### config.mk
export PLATFORM = sky130hd
export DESIGN_NAME = mem_stage
export DESIGN_NICKNAME = d
export VERILOG_FILES = /design/src/rtl/mem_stage_pkg.sv /design/src/rtl/mem_load_buf.sv /design/src/rtl/sirv_gnrl_dfflr.sv /design/src/rtl/mem_stage.sv
export SDC_FILE = /design/constraint.sdc
export NUM_CORES = 1
export LEC_CHECK = 0
export CORE_MARGIN = 4
export CORE_UTILIZATION = 30
export DETAILED_ROUTE_END_ITERATION = 8
export PLACE_DENSITY_LB_ADDON = 0.25
export RECOVER_POWER = 50
export SETUP_SLACK_MARGIN = 0.02
export SYNTH_ARGS = -nofsm -noshare
export SYNTH_HDL_FRONTEND = slang
export SYNTH_HIERARCHICAL = 1
export SYNTH_SLANG_ARGS = --single-unit
### constraint.sdc
create_clock -name clk -period 5.2 [get_ports clk]
set_input_delay 1.04 -clock clk [delete_from_list [all_inputs] [get_ports clk]]
set_output_delay 1.04 -clock clk [all_outputs]
set_load 0.005 [all_outputs]
### src/rtl/mem_stage_pkg.sv
// Shared definitions for the MEM pipeline stage: bus widths, payload layouts and
// load-FSM encodings.
package mem_stage_pkg;

  localparam int unsigned XLEN            = 32;
  localparam int unsigned ES_TO_MS_BUS_WD = 71;
  localparam int unsigned MS_TO_WS_BUS_WD = 70;
  localparam int unsigned MS_FWD_BUS_WD   = 39;

  // Position of load_op inside es_to_ms_bus, needed before the payload is registered.
  localparam int unsigned ES_LOAD_OP_BIT  = 38;

  localparam logic [1:0] MS_IDLE = 2'd0;
  localparam logic [1:0] MS_WAIT = 2'd1;
  localparam logic [1:0] MS_HOLD = 2'd2;

  typedef struct packed {
    logic [XLEN-1:0] pc;
    logic            load_op;
    logic            rf_we;
    logic [4:0]      rf_waddr;
    logic [XLEN-1:0] alu_result;
  } es_to_ms_t;

  typedef struct packed {
    logic [XLEN-1:0] pc;
    logic            rf_we;
    logic [4:0]      rf_waddr;
    logic [XLEN-1:0] final_result;
  } ms_to_ws_t;

  typedef struct packed {
    logic            fwd_valid;
    logic            rf_we;
    logic [4:0]      rf_waddr;
    logic [XLEN-1:0] fwd_data;
  } ms_fwd_t;

  // ID only trusts the bypass when fwd_valid is set, so keep every field quiet otherwise.
  function automatic logic [MS_FWD_BUS_WD-1:0] pack_fwd(input logic            valid,
                                                       input logic            we,
                                                       input logic [4:0]      waddr,
                                                       input logic [XLEN-1:0] data);
    ms_fwd_t fwd;
    fwd = '0;
    if (valid) begin
      fwd.fwd_valid = 1'b1;
      fwd.rf_we     = we;
      fwd.rf_waddr  = waddr;
      fwd.fwd_data  = data;
    end
    return fwd;
  endfunction

endpackage

### src/rtl/mem_load_buf.sv
// Load completion tracker: waits for the single-cycle data_ok pulse and parks the
// read data while WB is not accepting.
module mem_load_buf
  import mem_stage_pkg::*;
(
  input  logic            clk_i,
  input  logic            rst_ni,
  input  logic            ms_valid_i,
  input  logic            ws_allowin_i,
  input  logic            load_in_i,
  input  logic            data_ok_i,
  input  logic [XLEN-1:0] rdata_i,
  output logic            ready_go_o,
  output logic [XLEN-1:0] load_data_o
);

  logic [1:0]      state_q;
  logic [1:0]      state_d;
  logic            capture;
  logic [XLEN-1:0] rdata_buf_q;

  always_comb begin
    state_d = state_q;
    capture = 1'b0;
    case (state_q)
      MS_IDLE: begin
        if (load_in_i) state_d = MS_WAIT;
      end
      MS_WAIT: begin
        // data_ok outside a waiting load is dropped; only WAIT reacts to it.
        if (ms_valid_i && data_ok_i) begin
          if (ws_allowin_i) begin
            state_d = load_in_i ? MS_WAIT : MS_IDLE;
          end else begin
            state_d = MS_HOLD;
            capture = 1'b1;
          end
        end
      end
      MS_HOLD: begin
        if (ws_allowin_i) state_d = load_in_i ? MS_WAIT : MS_IDLE;
      end
      default: state_d = MS_IDLE;
    endcase
  end

  sirv_gnrl_dfflr #(
    .DW(2)
  ) u_state_dff (
    .clk_i (clk_i),
    .rst_ni(rst_ni),
    .lden_i(1'b1),
    .dnxt_i(state_d),
    .qout_o(state_q)
  );

  sirv_gnrl_dfflr #(
    .DW(XLEN)
  ) u_rdata_buf_dff (
    .clk_i (clk_i),
    .rst_ni(rst_ni),
    .lden_i(capture),
    .dnxt_i(rdata_i),
    .qout_o(rdata_buf_q)
  );

  assign ready_go_o  = ((state_q == MS_WAIT) && data_ok_i) || (state_q == MS_HOLD);
  assign load_data_o = (state_q == MS_HOLD) ? rdata_buf_q : rdata_i;

endmodule

### src/rtl/sirv_gnrl_dfflr.sv
// Load-enable flop with synchronous active-low reset to zero.
module sirv_gnrl_dfflr #(
  parameter int unsigned DW = 32
) (
  input  logic          clk_i,
  input  logic          rst_ni,
  input  logic          lden_i,
  input  logic [DW-1:0] dnxt_i,
  output logic [DW-1:0] qout_o
);

  logic [DW-1:0] q_q;

  always_ff @(posedge clk_i) begin
    if (!rst_ni) begin
      q_q <= '0;
    end else if (lden_i) begin
      q_q <= dnxt_i;
    end
  end

  assign qout_o = q_q;

endmodule

### src/rtl/mem_stage.sv
// MEM pipeline stage: registers the EX payload, completes variable-latency loads and
// feeds WB plus the ID bypass/stall path.
module mem_stage
  import mem_stage_pkg::*;
(
  input  logic                       clk,
  input  logic                       reset,
  input  logic                       ws_allowin,
  output logic                       ms_allowin,
  input  logic                       es_to_ms_valid,
  input  logic [ES_TO_MS_BUS_WD-1:0] es_to_ms_bus,
  input  logic                       data_sram_data_ok,
  input  logic [XLEN-1:0]            data_sram_rdata,
  output logic                       ms_to_ws_valid,
  output logic [MS_TO_WS_BUS_WD-1:0] ms_to_ws_bus,
  output logic [MS_FWD_BUS_WD-1:0]   ms_fwd_bus,
  output logic                       ms_load_stall
);

  logic                       ms_valid_q;
  logic [ES_TO_MS_BUS_WD-1:0] payload_q;
  es_to_ms_t                  ms_pl;
  ms_to_ws_t                  ws_pl;
  logic                       ms_ready_go;
  logic                       payload_en;
  logic                       load_in;
  logic                       ld_ready_go;
  logic [XLEN-1:0]            ld_data;
  logic [XLEN-1:0]            final_result;
  logic                       fwd_valid;

  assign payload_en = ms_allowin & es_to_ms_valid;
  assign load_in    = payload_en & es_to_ms_bus[ES_LOAD_OP_BIT];

  sirv_gnrl_dfflr #(
    .DW(1)
  ) u_valid_dff (
    .clk_i (clk),
    .rst_ni(reset),
    .lden_i(ms_allowin),
    .dnxt_i(es_to_ms_valid),
    .qout_o(ms_valid_q)
  );

  sirv_gnrl_dfflr #(
    .DW(ES_TO_MS_BUS_WD)
  ) u_payload_dff (
    .clk_i (clk),
    .rst_ni(reset),
    .lden_i(payload_en),
    .dnxt_i(es_to_ms_bus),
    .qout_o(payload_q)
  );

  assign ms_pl = payload_q;

  mem_load_buf u_load_buf (
    .clk_i       (clk),
    .rst_ni      (reset),
    .ms_valid_i  (ms_valid_q),
    .ws_allowin_i(ws_allowin),
    .load_in_i   (load_in),
    .data_ok_i   (data_sram_data_ok),
    .rdata_i     (data_sram_rdata),
    .ready_go_o  (ld_ready_go),
    .load_data_o (ld_data)
  );

  assign ms_ready_go    = ~ms_pl.load_op | ld_ready_go;
  assign ms_allowin     = ~ms_valid_q | (ms_ready_go & ws_allowin);
  assign ms_to_ws_valid = ms_valid_q & ms_ready_go;
  assign ms_load_stall  = ms_valid_q & ms_pl.load_op & ~ms_ready_go;

  assign final_result = ms_pl.load_op ? ld_data : ms_pl.alu_result;

  always_comb begin
    ws_pl              = '0;
    ws_pl.pc           = ms_pl.pc;
    ws_pl.rf_we        = ms_pl.rf_we;
    ws_pl.rf_waddr     = ms_pl.rf_waddr;
    ws_pl.final_result = final_result;
  end

  assign ms_to_ws_bus = ws_pl;

  // $0 is not filtered here; the register file side masks it.
  assign fwd_valid  = ms_valid_q & ms_pl.rf_we & ms_ready_go;
  assign ms_fwd_bus = pack_fwd(fwd_valid, ms_pl.rf_we, ms_pl.rf_waddr, final_result);

endmodule
Word-level counts from Yosys, hierarchy flattened

Index checks and enable logic that the tools add are counted.

Mux-type cells: 12
Bitwise operators: 13
Reductions and logical operators: 5
Equal/unequal tests: 5

Operators by type and width:

| operator                                      | number |
|---|---|
| two-way mux 32 bit                            | 2 |
| two-way mux 39 bit                            | 1 |
| bitwise AND 1 bit                             | 8 |
| two-way mux 2 bit                             | 4 |
| one-hot mux 2 bit (3 select lines)            | 1 |
| two-way mux 1 bit                             | 4 |
| != test 2 x 1 -> 1 bit, second input constant | 2 |
| NOT 1 bit                                     | 3 |
| AND reduction 3 bit                           | 1 |
| == test 2 x 1 -> 1 bit, second input constant | 1 |
| == test 2 bit, second input constant          | 1 |
| logical AND 1 bit                             | 2 |
| zero test 2 bit                               | 1 |
| != test 2 bit, second input constant          | 1 |
| OR 1 bit                                      | 2 |
| logical OR 1 bit                              | 1 |

Logic and storage cells: 39
Output and inout port bits: 112
Register bits after elaboration: 106
Input bits: 108

Logic depth before layout (Yosys ltp)

Gate-level depths: netlist of run 1.

Depth in word-level cells: 12
Depth in mapped cells: 11
Depth with buffers taken out: 9

By module

The synthesis of run 1 kept the hierarchy.

Modules (own cells, without submodules):

| module                                        | instances | cells an instance | seq. area each (um^2) | area each (um^2) |
|---|---|---|---|---|
| sirv_gnrl_dfflr at u_payload_dff              | 1         | 228               | 1421.4                | 2718.9 |
| sirv_gnrl_dfflr at u_load_buf.u_rdata_buf_dff | 1         | 103               | 640.6                 | 1243.7 |
| mem_stage                                     | 1         | 191               | 0.0                   | 907.1 |
| mem_load_buf                                  | 1         | 49                | 0.0                   | 608.1 |
| sirv_gnrl_dfflr at u_load_buf.u_state_dff     | 1         | 6                 | 40.0                  | 72.6 |
| sirv_gnrl_dfflr at u_valid_dff                | 1         | 3                 | 20.0                  | 36.3 |

Least setup slack after synthesis of run 1

OpenSTA, ideal clock, no wires.

Kind: input to output
From: input data_sram_data_ok
To: output ms_fwd_bus[10]
Data required time: 4160 ps
Slack: 2435 ps
Path buffers: 2
Stages: 6
Data arrival time: 1725 ps
Path through: a21o_1 and2_1 buf_2 buf_4 nand2_1 a21oi_1

Cells in the longest elaborated chain, start to end: 5

Ends and longest elaborated chain:

| what               | RTL line            | RTL |
|---|---|---|
| from (decl)        | mem_stage.sv:12     | `input logic data_sram_data_ok,` |
| logical AND 1 bit  | mem_load_buf.sv:67  | `assign ready_go_o = ((state_q == MS_WAIT) && data_ok_i) \|\| (state_q == MS_HOLD);` |
| logical OR 1 bit   | mem_load_buf.sv:67  |  |
| OR 1 bit           | mem_stage.sv:69     | `assign ms_ready_go = ~ms_pl.load_op \| ld_ready_go;` |
| bitwise AND 1 bit  | mem_stage.sv:87     | `assign fwd_valid = ms_valid_q & ms_pl.rf_we & ms_ready_go;` |
| two-way mux 39 bit | mem_stage_pkg.sv:46 | `if (valid) begin` |
| to (decl)          | mem_stage.sv:16     | `output logic [MS_FWD_BUS_WD-1:0] ms_fwd_bus,` |

No other way between the ends.

Worst setup path in the final report of run 1

From: input data_sram_data_ok
To: output ms_fwd_bus[22]

Cells in the longest elaborated chain, start to end: 5

Ends and longest elaborated chain:

| what                  | RTL line            | RTL |
|---|---|---|
| logical AND 1 bit     | mem_load_buf.sv:67  |  |
| logical OR 1 bit      | mem_load_buf.sv:67  |  |
| named net ld_ready_go | mem_stage.sv:27     | `logic ld_ready_go;` |
| OR 1 bit              | mem_stage.sv:69     |  |
| bitwise AND 1 bit     | mem_stage.sv:87     |  |
| two-way mux 39 bit    | mem_stage_pkg.sv:46 |  |

The timed path passes the listed nets, and every way through them passes these cells.

==> results.json, run 1 <==
{
  "status": "finished with violations",
  "violations": "max-capacitance violations, max-slew violations",
  "leakage_nw": 3.155,
  "syn_inst": 580,
  "r2r_end": "u_payload_dff/qout_o[11]",
  "timing.fmax_mhz": 247.1,
  "hold_depth": 2,
  "drtIter0Drc": 146,
  "numCtsBuffers": 9,
  "critPathSlowestCell": "clkdlybuf4s50_1",
  "route.vias.total": 4571,
  "fin_skew_ps": 7.603,
  "setup_viol": 0,
  "startpoint": "data_sram_data_ok",
  "max_slew_margin_pct": -104.0,
  "std_cell_rows": 49,
  "synth_top_cell_by_area": "dfxtp_1",
  "clk-insertion-delay-late_ps": 340,
  "path_delay_family": "buffers and inverters",
  "ys_warn_count": 6,
  "port_buffers": 219,
  "worstRegToRegCells": 8,
  "ctsResizeCount": 0,
  "synth_top_area_share_pct": 37.98,
  "timing.final.crit_share_pct": 77.82,
  "start_util_pct": 30.78,
  "syn_area_per_cell_um2": 9.632,
  "cts_hold_buf": 0,
  "cts_tree": "yes",
  "slew_violations": 90,
  "maxCapViolCount": 1,
  "worstHoldPathType": "flop to flop",
  "remaining_drc_errors": 0,
  "crit_path_start_kind": "primary input",
  "path_buf_inv": 3,
  "grt_max_degree": 90,
  "core_um2": 18150,
  "hold_viol_final": 0,
  "syn-cell-area_um2": 5587,
  "die_area_um2": 20870,
  "grt_pass1_vias": 4691,
  "reg2reg_slack_ps": 1670,
  "p_per_area_nw_per_um2": 235.5,
  "final_antenna_net_count": 0,
  "fp.dieH_um": 144.5,
  "path_max_fanout": 23,
  "drt_wl_total_um": 15560,
  "preCtsSetupSlack_ps": 1166,
  "path_cells": "clkdlybuf4s50_1, a21o_1, and2_1, buf_4, nand2_1, a21oi_1, clkdlybuf4s50_1",
  "cts_setup_buffers": 0,
  "end_kind": "output port",
  "htree_levels": 3,
  "place_hpwl_um": 11300,
  "critPathRequiredTime_ps": 4160,
  "synthToLayoutAreaGrowth_pct": 43.87,
  "worstHoldStart": "u_load_buf/u_rdata_buf_dff/qout_o[4]",
  "num-nets-final": 885,
  "antenna_cells": 0,
  "totalNegativeSetupSlack_ps": 0,
  "clock_sinks": 106,
  "grt.total_usage_pct": 14.45,
  "gp_congestion": 0.8194,
  "max_stage_delay_ps": 550,
  "drive_gt1_share_pct": 7.673,
  "rsz0062_at_grt": "no",
  "clk_pin_slew_ps": 70,
  "synth_area_leaders": "dfxtp_1 (38%), mux2i_1 (19%), nor2b_1 (12%)",
  "num_io_pins": 220,
  "ys_ff_latch": 106,
  "fin_crit_ps": 4046,
  "cts_buffer_depth": 2,
  "clockRootBuffer": "clkbuf_16",
  "crit_top_cell": "clkdlybuf4s50_1",
  "antenna_found_initial": 0,
  "ys_types": 28,
  "firstDrtPassIters": 5,
  "rr_startpoint": "u_load_buf/u_state_dff/qout_o[1]",
  "arrival_ps": 3010,
  "die_x_um": 144.5,
  "hold_end": "u_load_buf/u_rdata_buf_dff/qout_o[4]",
  "wl_per_cell_um": 15.39,
  "worst_pin_slew_ps": 3061,
  "vdd_drop_max_mv": 0.1707,
  "overflow": 0,
  "crit_type": "primary input to output port",
  "viasPerCell": 4.521,
  "setup_ws_ps": 1154,
  "seq_area_frac_synth_pct": 37.98,
  "grt_first_pass_wirelength_um": 24050
}
==> flip-flops by register name, indices dropped and copies added, names as in the netlist <==
name                               flops
u_load_buf/u_rdata_buf_dff/qout_o     32
u_payload_dff/qout_o                  71
u_load_buf/u_state_dff/qout_o          2
u_valid_dff/qout_o                     1
==> metrics by stage <==
step / power (mW) / utilization, % / instances / hold WS [ps] / area [µm²]
after detailed placement: 1.259 / 42.74 / 995 / 507.5 / 7756
after global placement: 1.253 / 42.74 / 995 / 490.7 / 7756
after CTS: 1.937 / 44.33 / 1011 / 524.0 / 8044
final: 1.893 / 44.29 / 1011 / 520.3 / 8038
after global routing: 1.990 / 44.29 / 1011 / 537.2 / 8038
after floorplan: 1.061 / - / 581 / 476.6 / 5590
==> report_power, final <==
| part | switching (mW) | internal, mW |
|---|---|---|
| Combinational | 0.126 | 0.228 |
| Sequential | 0.0287 | 0.849 |
| Clock | 0.325 | 0.336 |
==> placed cells by master (no fill, tap or decap), types with 2 or more instances in the layout <==
master	instances
nor2b_1	108
conb_1	2
a21oi_1	32
buf_4	5
mux2_4	28
clkbuf_1	2
nand2_1	100
dfxtp_1	105
mux2_2	4
and2_1	7
mux2i_1	106
nor2_1	3
dlygate4sd3_1	38
clkbuf_16	9
nand2b_1	32
clkdlybuf4s50_1	180
clkinv_4	3
inv_8	2
==> worst max path at each step <==
| stage | slack (ps) | endpoint | cells after the start |
|---|---|---|---|
| after floorplan | 2430 | ms_fwd_bus[10] | 6 |
| final | 1150 | ms_fwd_bus[22] | 7 |
| after global placement | 1190 | ms_fwd_bus[0] | 7 |
| after global routing | 870 | u_load_buf/u_rdata_buf_dff/qout_o[19] | 3 |
| after CTS | 1150 | ms_fwd_bus[10] | 7 |
| after detailed placement | 1170 | ms_fwd_bus[10] | 7 |
==> cell type report <==
class                           count  area, µm²
Fill cell                        1713      10110
Multi-Input combinational cell    433       3089
Timing Repair Buffer              226       2247
Sequential cell                   106       2123
Tap cell                          229      286.5
Clock buffer                        9      225.2
Clock inverter                      7      62.56
Inverter                            1      3.754
==> tightest hold or removal path, cell delays in order, from the launching register on <==
cell	delay, ps
dfxtp_1	320
mux2i_1	70
nor2b_1	90
==> cell families after synthesis <==
group	synth area share, %
buf+inv	6.898
compound gates	3.494
mux	27.32
flops	37.98
other cells	0.06712
simple gates	24.23
==> layer usage <==
metal	track usage (%)	up-vias	wire (µm)
li1	-	2288	-
met1	17.60	2108	6790
met2	24.19	164	7349
met3	5.291	11	1249
met4	3.780	0	172
met5	0	-	0
==> synthesized netlist by cell type <==
cell type and n:
buf_8 8, a31oi_1 1, buf_4 8, buf_2 3, nand2b_1 32, nor2b_4 1
and2b_1 1, buf_6 3, conb_1 1, mux2_4 28, nor3b_1 1, a21oi_1 32
o21ai_0 1, nor2b_1 108, nor2_2 1, a21o_1 1, mux2_2 4, mux2i_1 106
and2_1 8, and3_1 1, o21ai_2 1, a21boi_0 1, buf_12 5, nor2_1 3
nand2_1 100, dfxtp_1 106, inv_1 1, clkbuf_1 14
(Power assumes the default switching activity.)
==> run 2: changes to the inputs <==
==> constraint.sdc (replaced) <==
create_clock -name clk -period 4.1 [get_ports clk]
set_input_delay 0.82 -clock clk [delete_from_list [all_inputs] [get_ports clk]]
set_output_delay 0.82 -clock clk [all_outputs]
set_load 0.005 [all_outputs]
==> results.json, run 2 (same netlist as run 1, synthesis figures left out) <==
{
  "overflow": 0,
  "die_area_um2": 20870,
  "grt.total_usage_pct": 14.27,
  "synthToLayoutAreaGrowth_pct": 44.84,
  "cts_tree": "yes",
  "grt_pass1_vias": 4694,
  "status": "completed",
  "cts_buffer_depth": 2,
  "totalNegativeSetupSlack_ps": 0,
  "drive_gt1_share_pct": 7.535,
  "drt_wl_total_um": 15270,
  "wl_per_cell_um": 15.09,
  "maxCapViolCount": 0,
  "rr_startpoint": "u_load_buf/u_state_dff/qout_o[1]",
  "firstDrtPassIters": 4,
  "path_max_fanout": 5,
  "arrival_ps": 2810,
  "drtIter0Drc": 103,
  "worstHoldStart": "u_payload_dff/qout_o[42]",
  "antenna_found_initial": 0,
  "num-nets-final": 886,
  "hold_viol_final": 0,
  "max_slew_margin_pct": 23.45,
  "route.vias.total": 4520,
  "fin_skew_ps": 6.622,
  "timing.fmax_mhz": 275.4,
  "antenna_cells": 0,
  "start_util_pct": 30.78,
  "final_antenna_net_count": 0,
  "place_hpwl_um": 11170,
  "timing.final.crit_share_pct": 88.57,
  "htree_levels": 3,
  "crit_path_start_kind": "primary input",
  "fp.dieH_um": 144.5,
  "final_cell_mix": "clkdlybuf4s50_1 (179), nor2b_1 (108), mux2i_1 (106)",
  "clockRootBuffer": "clkbuf_16",
  "worstHoldPathType": "flop to flop",
  "cts_setup_buffers": 0,
  "core_um2": 18150,
  "largest_reg_flops": 71,
  "numCtsBuffers": 9,
  "clock_sinks": 106,
  "grt_first_pass_wirelength_um": 23790,
  "rsz0062_at_grt": "no",
  "whs_ps": 514.5,
  "remaining_drc_errors": 0,
  "critPathRequiredTime_ps": 3280,
  "fin_crit_ps": 3631,
  "crit_type": "primary input to output port",
  "worst_pin_slew_ps": 1148,
  "std_cell_rows": 49,
  "p_per_area_nw_per_um2": 310.0,
  "gp_congestion": 0.8185,
  "ctsResizeCount": 0,
  "final_common_cell": "clkdlybuf4s50_1",
  "end_kind": "output port",
  "setup_viol": 0,
  "startpoint": "data_sram_data_ok",
  "grt_max_degree": 55,
  "leakage_nw": 3.180,
  "vdd_drop_max_mv": 0.1829,
  "viasPerCell": 4.466,
  "clk-insertion-delay-late_ps": 350,
  "die_x_um": 144.5,
  "slew_violations": 0,
  "num_io_pins": 220,
  "cts_hold_buf": 0,
  "power.total_mw": 2.508,
  "port_buffers": 219,
  "clk_pin_slew_ps": 70
}
## run 2: final timing paths
check	cells past startpoint	end	slack, ps
max	5	ms_allowin	470
min	2	u_payload_dff/qout_o[42]	510
max reg2reg	8	u_payload_dff/qout_o[3]	600
min reg2reg	2	u_payload_dff/qout_o[42]	510
## run 2: worst max-delay path, stage by stage
cell	delay [ps]
dlygate4sd3_1	610
a21o_1	140
and2b_1	230
o21ai_0	400
clkdlybuf4s50_1	610
## run 2: routing by layer
metal,track usage [%],wire length [µm],vias to the layer above
li1,-,-,2291
met1,17.47,6816,2069
met2,23.63,7026,145
met3,4.563,1168,15
met4,5.007,263,0
met5,0,0,-
## run 2: area by class of cell
class | instances | area, µm²
Tap cell | 229 | 286.5
Timing Repair Buffer | 227 | 2270
Multi-Input combinational cell | 433 | 3079
Clock inverter | 5 | 86.33
Inverter | 1 | 3.754
Clock buffer | 11 | 242.7
Fill cell | 1720 | 10060
Sequential cell | 106 | 2123
## run 2: stage by stage
stage | std cells | worst slack [ps] | utilization [%] | cell area (µm²)
2_1_floorplan | 581 | 1775 | - | 5590
3_3_place_gp | 996 | 580.5 | 42.92 | 7789
3_5_place_dp | 996 | 557.5 | 42.92 | 7789
4_1_cts | 1012 | 544.2 | 44.73 | 8118
5_1_grt | 1012 | 277.6 | 44.59 | 8092
6_report | 1012 | 468.7 | 44.59 | 8092
## run 2: power breakdown
| group | switching, mW | internal, mW |
|---|---|---|
| combinational | 0.163 | 0.284 |
| sequential | 0.0315 | 1.08 |
| clock | 0.396 | 0.557 |
==> run 3: changes to the inputs <==
--- a/config.mk
+++ b/config.mk
@@ -15,3 +15,4 @@
 export SYNTH_HDL_FRONTEND = slang
 export SYNTH_HIERARCHICAL = 1
 export SYNTH_SLANG_ARGS = --single-unit
+export TNS_END_PERCENT = 30
==> results of run 3 <==
Same layout as run 2: the final DEF is identical, and so are final timing and power.
==> RTL edit: new RTL, settings of run 3 <==
Make the reset (`rst_ni`) asynchronous in one clocked block. Comments in the files are not updated.
--- a/src/rtl/sirv_gnrl_dfflr.sv
+++ b/src/rtl/sirv_gnrl_dfflr.sv
@@ -11,7 +11,7 @@
 
   logic [DW-1:0] q_q;
 
-  always_ff @(posedge clk_i) begin
+  always_ff @(posedge clk_i or negedge rst_ni) begin
     if (!rst_ni) begin
       q_q <= '0;
     end else if (lden_i) begin
Check against the original RTL: differs if reset is asserted again (counterexample within 4 cycles, from zero or initial values and one cycle with reset low); with reset held inactive, the same outputs for 10 cycles.
==> RTL edit against run 3 <==
The flow now finishes with violations (capacitance limit, slew limit). Count of clock-buffer cells in the layout did not move. Sequential cell count did not move. Worst setup slack improved by 0.034 ns. Final area rose by 3.9%. Area after synthesis rose by 6.7%. Wire length rose by 1.0%. Critical path type unchanged.
Power is not compared: it rests on default switching activity, and its combinational part moved more than twofold at a synthesized area within 25%.
==> RTL edit: results <==
{
  "wl_per_cell_um": 16.4,
  "use_met1_pct": 17.4,
  "drt_iter0_markers": 90,
  "synth_area_per_cell_sq_um": 12.9,
  "drv_cap": 1,
  "pre_cts_ws_ns": 0.507,
  "vias": 4092,
  "grt_pass1_vias": 4637,
  "r2r_end": "u_payload_dff/qout_o[4]$_DFFE_PN0P_",
  "holdWs_ns": 0.490,
  "layout-drive-gt1-share_pct": 22.3,
  "finClkSkew_ns": 0.00879,
  "yosys_most_used_dff": "dfrtp_1",
  "relSlewSlack_pct": -38.6,
  "wl_met1_um": 6670,
  "route.met2.wl_um": 7460,
  "max_stage_delay_ns": 0.53,
  "outcome": "finished with violations",
  "violations": "capacitance limit, slew limit",
  "synth_area_sq_um": 5960,
  "multi_input_area_sq_um": 2880,
  "holdPathEnd": "u_load_buf/u_rdata_buf_dff/qout_o[12]$_DFFE_PN0P_",
  "nonClkBufAreaFrac_pct": 27.0,
  "maxSlewViolCount": 83,
  "grt.met3_usage_pct": 4.77,
  "slowest_stage": "clkdlybuf4s50_1",
  "seq_area_share_pct": 31.6,
  "nMultiInputCombCells": 327,
  "worst_hold_startpoint": "u_load_buf/u_rdata_buf_dff/qout_o[12]$_DFFE_PN0P_",
  "ys_types": 27,
  "r2r_setup_slack_ns": 1.24,
  "synth_area_leaders": "dfrtp_1 (44%), mux2_4 (32%), nand2_1 (6.3%)",
  "async_flop_share_pct": 100,
  "synth.top_cell.area_share_pct": 44.5,
  "seq_area_frac_synth_pct": 44.5,
  "multi_input_area_share_pct": 34.2,
  "gp_congestion": 0.747,
  "place_inst": 926,
  "cp.arrival_ns": 2.78
}
==> RTL edit: cell families (layout without fill, tap and decap cells) <==
kind of cell / count (synthesis) / in the layout / synth area share [%]
AND/OR/NAND/NOR: 150 / 150 / 11.6
AO/OA/AOI/OAI: 37 / 37 / 3.27
multiplexers: 138 / 138 / 34.2
other: 1 / 2 / 0.0629
buffers and inverters: 32 / 243 / 6.42
flip-flops: 106 / 106 / 44.5
==> RTL edit: how the worst max path moves through the flow <==
| stage | endpoint | from | cells past startpoint | slack [ns] |
|---|---|---|---|---|
| after global routing | ms_allowin | data_sram_data_ok | 5 | 0.36 |
| after detailed placement | ms_fwd_bus[1] | data_sram_data_ok | 7 | 0.51 |
| after floorplan | ms_fwd_bus[10] | data_sram_data_ok | 6 | 1.77 |
| after global placement | ms_fwd_bus[1] | data_sram_data_ok | 7 | 0.52 |
| after CTS | ms_fwd_bus[1] | data_sram_data_ok | 7 | 0.49 |
| final | ms_fwd_bus[1] | data_sram_data_ok | 7 | 0.50 |
